## config.mk

```make
export PLATFORM = sky130hd
export DESIGN_NAME = tau_dot_seq
export DESIGN_NICKNAME = d
export VERILOG_FILES = /design/src/rtl/tau_dot_seq.sv
export SDC_FILE = /design/constraint.sdc
export NUM_CORES = 1
export LEC_CHECK = 0
export CAP_MARGIN = 20
export CORE_MARGIN = 1.5
export CORE_UTILIZATION = 54
export CTS_CLUSTER_DIAMETER = 100
export DETAILED_ROUTE_END_ITERATION = 8
export PLACE_DENSITY = 0.84
export SLEW_MARGIN = 40
export SYNTH_ARGS = -nofsm -noshare
export SYNTH_HDL_FRONTEND = slang
export SYNTH_SLANG_ARGS = --single-unit
```

## constraint.sdc

```tcl
create_clock -name clk -period 4.6 [get_ports clk]
set_input_delay 0.92 -clock clk [delete_from_list [all_inputs] [get_ports clk]]
set_output_delay 0.92 -clock clk [all_outputs]
set_load 0.005 [all_outputs]
```

## src/rtl/tau_dot_seq.sv

```systemverilog
// Dot-product sequencer in front of a shared serial tau MAC engine.
// Each accepted (a, b) pair is either skipped (a zero operand) or issued to the engine.
// Engine products are summed into a wide accumulator.
// At the end of a vector the sum, element count and status flags are offered on a valid/ready output.
module tau_dot_seq #(
  parameter int BITWIDTH = 8,
  parameter int ACC_W    = 24,
  parameter int CNT_W    = 8,
  parameter int TIMEOUT  = 16
) (
  input  logic                  clk,
  input  logic                  reset_n,
  input  logic                  in_valid,
  output logic                  in_ready,
  input  logic [BITWIDTH-1:0]   in_a,
  input  logic [BITWIDTH-1:0]   in_b,
  input  logic                  in_last,
  output logic                  eng_start,
  output logic [BITWIDTH-1:0]   eng_a,
  output logic [BITWIDTH-1:0]   eng_b,
  input  logic                  eng_done,
  input  logic [2*BITWIDTH-1:0] eng_result,
  output logic                  out_valid,
  input  logic                  out_ready,
  output logic [ACC_W-1:0]      out_data,
  output logic [CNT_W-1:0]      out_count,
  output logic                  out_ovf,
  output logic                  out_err
);

  localparam int WCNT_W = (TIMEOUT > 1) ? $clog2(TIMEOUT) : 1;
  localparam int PAD_W  = ACC_W + 1 - 2 * BITWIDTH;

  typedef enum logic [1:0] {IDLE, ISSUE, WAIT, OUT} state_t;

  state_t              state;
  state_t              state_nx;
  logic [ACC_W-1:0]    acc;
  logic [CNT_W-1:0]    count;
  logic                ovf;
  logic                err;
  logic                last_q;
  logic [WCNT_W-1:0]   wait_cnt;
  logic                handshake;
  logic                zero_pair;
  logic                wait_expired;
  logic [ACC_W:0]      sum;

  // One extra bit above the accumulator captures the carry that marks a wrap
  assign sum          = {1'b0, acc} + {{PAD_W{1'b0}}, eng_result};
  assign handshake    = in_valid & in_ready;
  assign zero_pair    = (in_a == '0) || (in_b == '0);
  assign wait_expired = (wait_cnt == WCNT_W'(TIMEOUT - 1));

  // Result fields are only visible while the result is being offered
  assign out_data  = out_valid ? acc   : '0;
  assign out_count = out_valid ? count : '0;
  assign out_ovf   = out_valid & ovf;
  assign out_err   = out_valid & err;

  // State register; reset abandons any engine operation in flight
  always_ff @(posedge clk or negedge reset_n) begin
    if (!reset_n) begin
      state <= IDLE;
    end else begin
      state <= state_nx;
    end
  end

  // Next-state and handshake outputs; zero pairs bypass the engine entirely
  always_comb begin
    state_nx  = state;
    in_ready  = 1'b0;
    eng_start = 1'b0;
    out_valid = 1'b0;
    case (state)
      IDLE: begin
        in_ready = reset_n;
        if (handshake) begin
          if (zero_pair) begin
            state_nx = in_last ? OUT : IDLE;
          end else begin
            state_nx = ISSUE;
          end
        end
      end
      ISSUE: begin
        eng_start = 1'b1;
        state_nx  = WAIT;
      end
      WAIT: begin
        if (eng_done || wait_expired) begin
          state_nx = last_q ? OUT : IDLE;
        end
      end
      OUT: begin
        out_valid = 1'b1;
        if (out_ready) begin
          state_nx = IDLE;
        end
      end
      default: state_nx = IDLE;
    endcase
  end

  // Operand latch, accumulation, wait timer and sticky flags
  always_ff @(posedge clk or negedge reset_n) begin
    if (!reset_n) begin
      acc      <= '0;
      count    <= '0;
      ovf      <= 1'b0;
      err      <= 1'b0;
      last_q   <= 1'b0;
      eng_a    <= '0;
      eng_b    <= '0;
      wait_cnt <= '0;
    end else begin
      case (state)
        IDLE: begin
          if (handshake) begin
            eng_a  <= in_a;
            eng_b  <= in_b;
            last_q <= in_last;
            count  <= count + 1'b1;
          end
        end
        ISSUE: begin
          wait_cnt <= '0;
        end
        WAIT: begin
          if (eng_done) begin
            acc <= sum[ACC_W-1:0];
            if (sum[ACC_W]) begin
              ovf <= 1'b1;
            end
          end else if (wait_expired) begin
            err <= 1'b1;
          end else begin
            wait_cnt <= wait_cnt + 1'b1;
          end
        end
        OUT: begin
          if (out_ready) begin
            acc   <= '0;
            count <= '0;
            ovf   <= 1'b0;
            err   <= 1'b0;
          end
        end
        default: ;
      endcase
    end
  end

endmodule

```

# Word-level counts from Yosys, hierarchy flattened
# Cells that the tools add are included.
# op_classes
addsub	3
n_mul	0
n_div	0
n_lt_le_gt_ge	0
eq_ne	12
shift	0
muxes	28
bitwise	3
reduce_logical	15
# op_table
operator	count
$mux 24	3
$pmux 24 s2	1
$add 24x16->25	1
$mux 8	3
$logic_not 8->1	2
$ne 2x2->1 const B	8
$pmux 8 s2	1
$mux 2	6
$reduce_and 3->1	4
$add 8x1->8 const B	1
$mux 1	8
$mux 4	2
$pmux 2 s4	1
$pmux 4 s2	1
$reduce_and 4->1	2
$reduce_bool 2->1	3
$add 4x1->4 const B	1
$eq 2x2->1 const B	2
$eq 4x4->1 const B	1
$pmux 1 s2	2
$and 1x1->1	3
$eq 2x1->1 const B	1
$logic_not 2->1	1
$logic_or 1x1->1	2
$reduce_and 2->1	1
# word_totals
reg_bits	57
latchBits	0
mem_bits_rw	0
mem_bits_ro	0
in_bits	38
out_inout_bits	53
wordCells	70
memories	0

# Depth between registers and ports, before layout
# depth
ltp_word	5
depth_mapped	8

# Least setup slack after synthesis
# No wires, ideal clock.
# synth_path
path_type	input -> register
from	input eng_result[0]
to	register acc[22]
arrival_time_ns	2.844
path_slack_ns	1.687
cell_stages	8
path_cell_list	ha_1 -> fa_1 -> a21oi_1 -> o21ai_0 -> a21oi_1 -> o31ai_2 -> or4_1 -> nand3_1
# synth_via
elab_chain_len	3
# synth_rtl
element	line	source
start, declared	22	input logic [2*BITWIDTH-1:0] eng_result,
$add 24x16->25	50	assign sum = {1'b0, acc} + {{PAD_W{1'b0}}, eng_result};
$mux 24	131	if (eng_done) begin
$pmux 24 s2	118	case (state)
end signal, assigned	132	acc <= sum[ACC_W-1:0];
end, declared	38	logic [ACC_W-1:0] acc;
# No other way between the ends. The select of a mux whose other input is x is not followed.
# A chain may end at the register's enable or synchronous reset.

# Worst setup path after layout
# Ends and elaborated chain as after synthesis.

==> qor.yml <==
gr-usage-all-layers: 0.266
wl_per_cell_um: 15.8
startpoint: "eng_result[0]"
insertion_delay_ps: 330
clockRootBuffer: "clkbuf_8"
reg2reg_from: "state[0]"
cp_slowest_cell: "or4_1"
synth_adder_area_share: 0.0683
yosysTopAreaCellShare: 0.397
grt_max_degree: 58
fin_area_mm2: 0.00470
die_x_um: 84.5
die_y_um: 84.5
synth_common_cells: "nand2_1, dfrtp_1, and3_1"
synth_edf_count: 0
worst_slew_margin_rel: 0.507
async_flop_share: 1.00
drt_wl_total_um: 9190
hold_viol: 0
drtAntennaViolNets: 0
drt_iter0_markers: 239
post_cts.resized_instances: 0
fp.dieArea_mm2: 0.00714
clkTransAtPathRegs_ps: 70
synth_compound_area_frac: 0.158
syn_inst: 419
placed_area_mm2: 0.00447
ios: 91
viasPerCell: 5.81
synth_mux_area_frac: 0.00837
clock_path_buffers: 2
cp_top_family: "compound AO/OA/AOI/OAI gates"
yosysMostFrequentCell: "nand2_1"
gp_congestion: 0.950
grt_antenna_before_repair: 0
yosys.area.top_type: "dfrtp_1"
cts.sinks: 57
final_util: 0.736
skew_ps: 11.1
cts_tree: "yes"
arrival_ps: 3490
cts_setup_buffers: 0
coreArea_mm2: 0.00639
start_kind: "input pin"
slowest_delay_ps: 530
worstMarginPinSlew_ps: 739
worstPathRequired_ps: 4870
vias: 3376
hold_path.class: "register to register"
yosys_warnings: 0
outcome: "finished clean"
final_nets: 556
rsz0062_at_grt: "no"
synth.avg_cell_area_um2: 8.56
synth_ff_type: "dfrtp_1"
path_cells: "clkdlybuf4s50_1, ha_1, fa_1, a21oi_1, o21ai_0, a21oi_1, o31ai_2, or4_1, nand3_1"
ys_ff_latch: 57
num_rows: 29
synthesis.area_mm2: 0.00359
fmax_ghz: 0.310
finalCritPeriodShare: 0.701
grt_overflow_total: 0
synth_top_family_by_area: "simple AND/OR/NAND/NOR gates"
yosys.area_share.simple: 0.279
critical_path_class: "input pin to register"
max_cap_viol_count: 0
post-place-ws_ps: 1060
cp_common_cell: "a21oi_1"
synth-xor-area-share: 0.0488
synth.area.top_cells: "dfrtp_1, nand2_1, and3_1, ha_1, o21ai_0"
final_max_slew_viol_count: 0
holdBufCountCts: 0
grt_pass1_vias: 3210
synth_nets: 476
drive_gt1_frac: 0.0615
first_pass_iters: 4
setup_viol: 0
crit_path_max_fanout: 5
timing.final.ws_setup_ps: 1370
finalPower_mw: 2.52
portBuffers: 90
synthToLayoutAreaGrowth_pct: 31.0
ys_seq_area_frac: 0.397
dpl.hpwl_um: 6470
worstHoldStart: "eng_b[3]"
grt_pass1_wl_um: 15300
period_needed_ps: 3230
initial_core_util: 0.562
timing.critical_path.buf_inv: 1
drc: 0
powerDensity_mw_per_mm2: 536
htree_levels: 3
synth_cell_types: 56
cts_buffers: 9
p_leak_nw: 2.23
peakVddDrop_mv: 0.348
cp-end-kind: "register"
diodes: 0
setup_tns_ps: 0
-- flip-flops by register name, indices dropped and copies added, names as in the netlist --
signal / flops
wait_cnt: 4
last_q: 1
eng_a: 8
err: 1
acc: 24
count: 8
state: 2
eng_b: 8
ovf: 1
-- report_power, final --
part	internal, mW	total (mW)	switching, mW
Clock	0.336	0.543	0.207
Combinational	0.536	1.09	0.558
Sequential	0.679	0.881	0.202
-- area by class of cell --
class,instances,area (um2)
multi-input combinational,334,2020
tap,77,96.3
clock buffer,12,155
timing repair buffer,92,911
fill,469,1680
sequential,57,1430
clock inverter,4,73.8
inverter,5,18.8
-- routing by layer --
metal  track usage  up-vias  share of wire
li1              -     1645              -
met1         0.366     1603           0.44
met2         0.431      115           0.48
met3        0.0403       13          0.060
met4        0.0953        0          0.018
met5             0        -              0
-- worst min-delay path: stages (launching register included) --
cell,delay [ps]
dfrtp_1,340
nand2_1,50
nand2_1,60
-- cells by family after synthesis --
kind of cell,count (synthesis)
adders and majority gates,19
DFF,57
buffers and inverters,28
AOI/OAI and AO/OA,83
muxes,3
xor gates and xnor gates,20
and+or+nand+nor,209
-- through the flow --
stage	cells	hold slack, ps
after detailed placement	565	461
after CTS	581	477
final	581	472
after floorplan	419	447
after global routing	581	502
after global placement	565	458
-- cell usage in the layout (no fill, tap or decap), types with 3 or more instances in the layout --
cell / count
nand2_1: 94
clkdlybuf4s50_1: 89
dfrtp_1: 55
and3_1: 39
o21ai_0: 25
nor2_1: 22
a21oi_1: 19
nand3_1: 19
ha_1: 18
xor2_1: 12
clkbuf_8: 11
xnor2_1: 8
nand4_1: 6
or3_1: 6
inv_1: 5
nor3_1: 4
o21a_1: 4
a31oi_1: 4
and2_1: 3
nand2b_1: 3
a21o_1: 3
o211ai_1: 3
or4_1: 3
mux2i_1: 3
-- path summary, 6_finish.rpt --
kind                       cells past startpoint  endpoint  slack (ps)
max                                            9   acc[22]        1370
min                                            2  eng_b[3]         470
max reg2reg                                    6  count[7]        1910
min reg2reg                                    2  eng_b[3]         470
max in group asynchronous                      2  state[1]        3320
min in group asynchronous                      2   acc[11]         770
(Power assumes the default switching activity.)
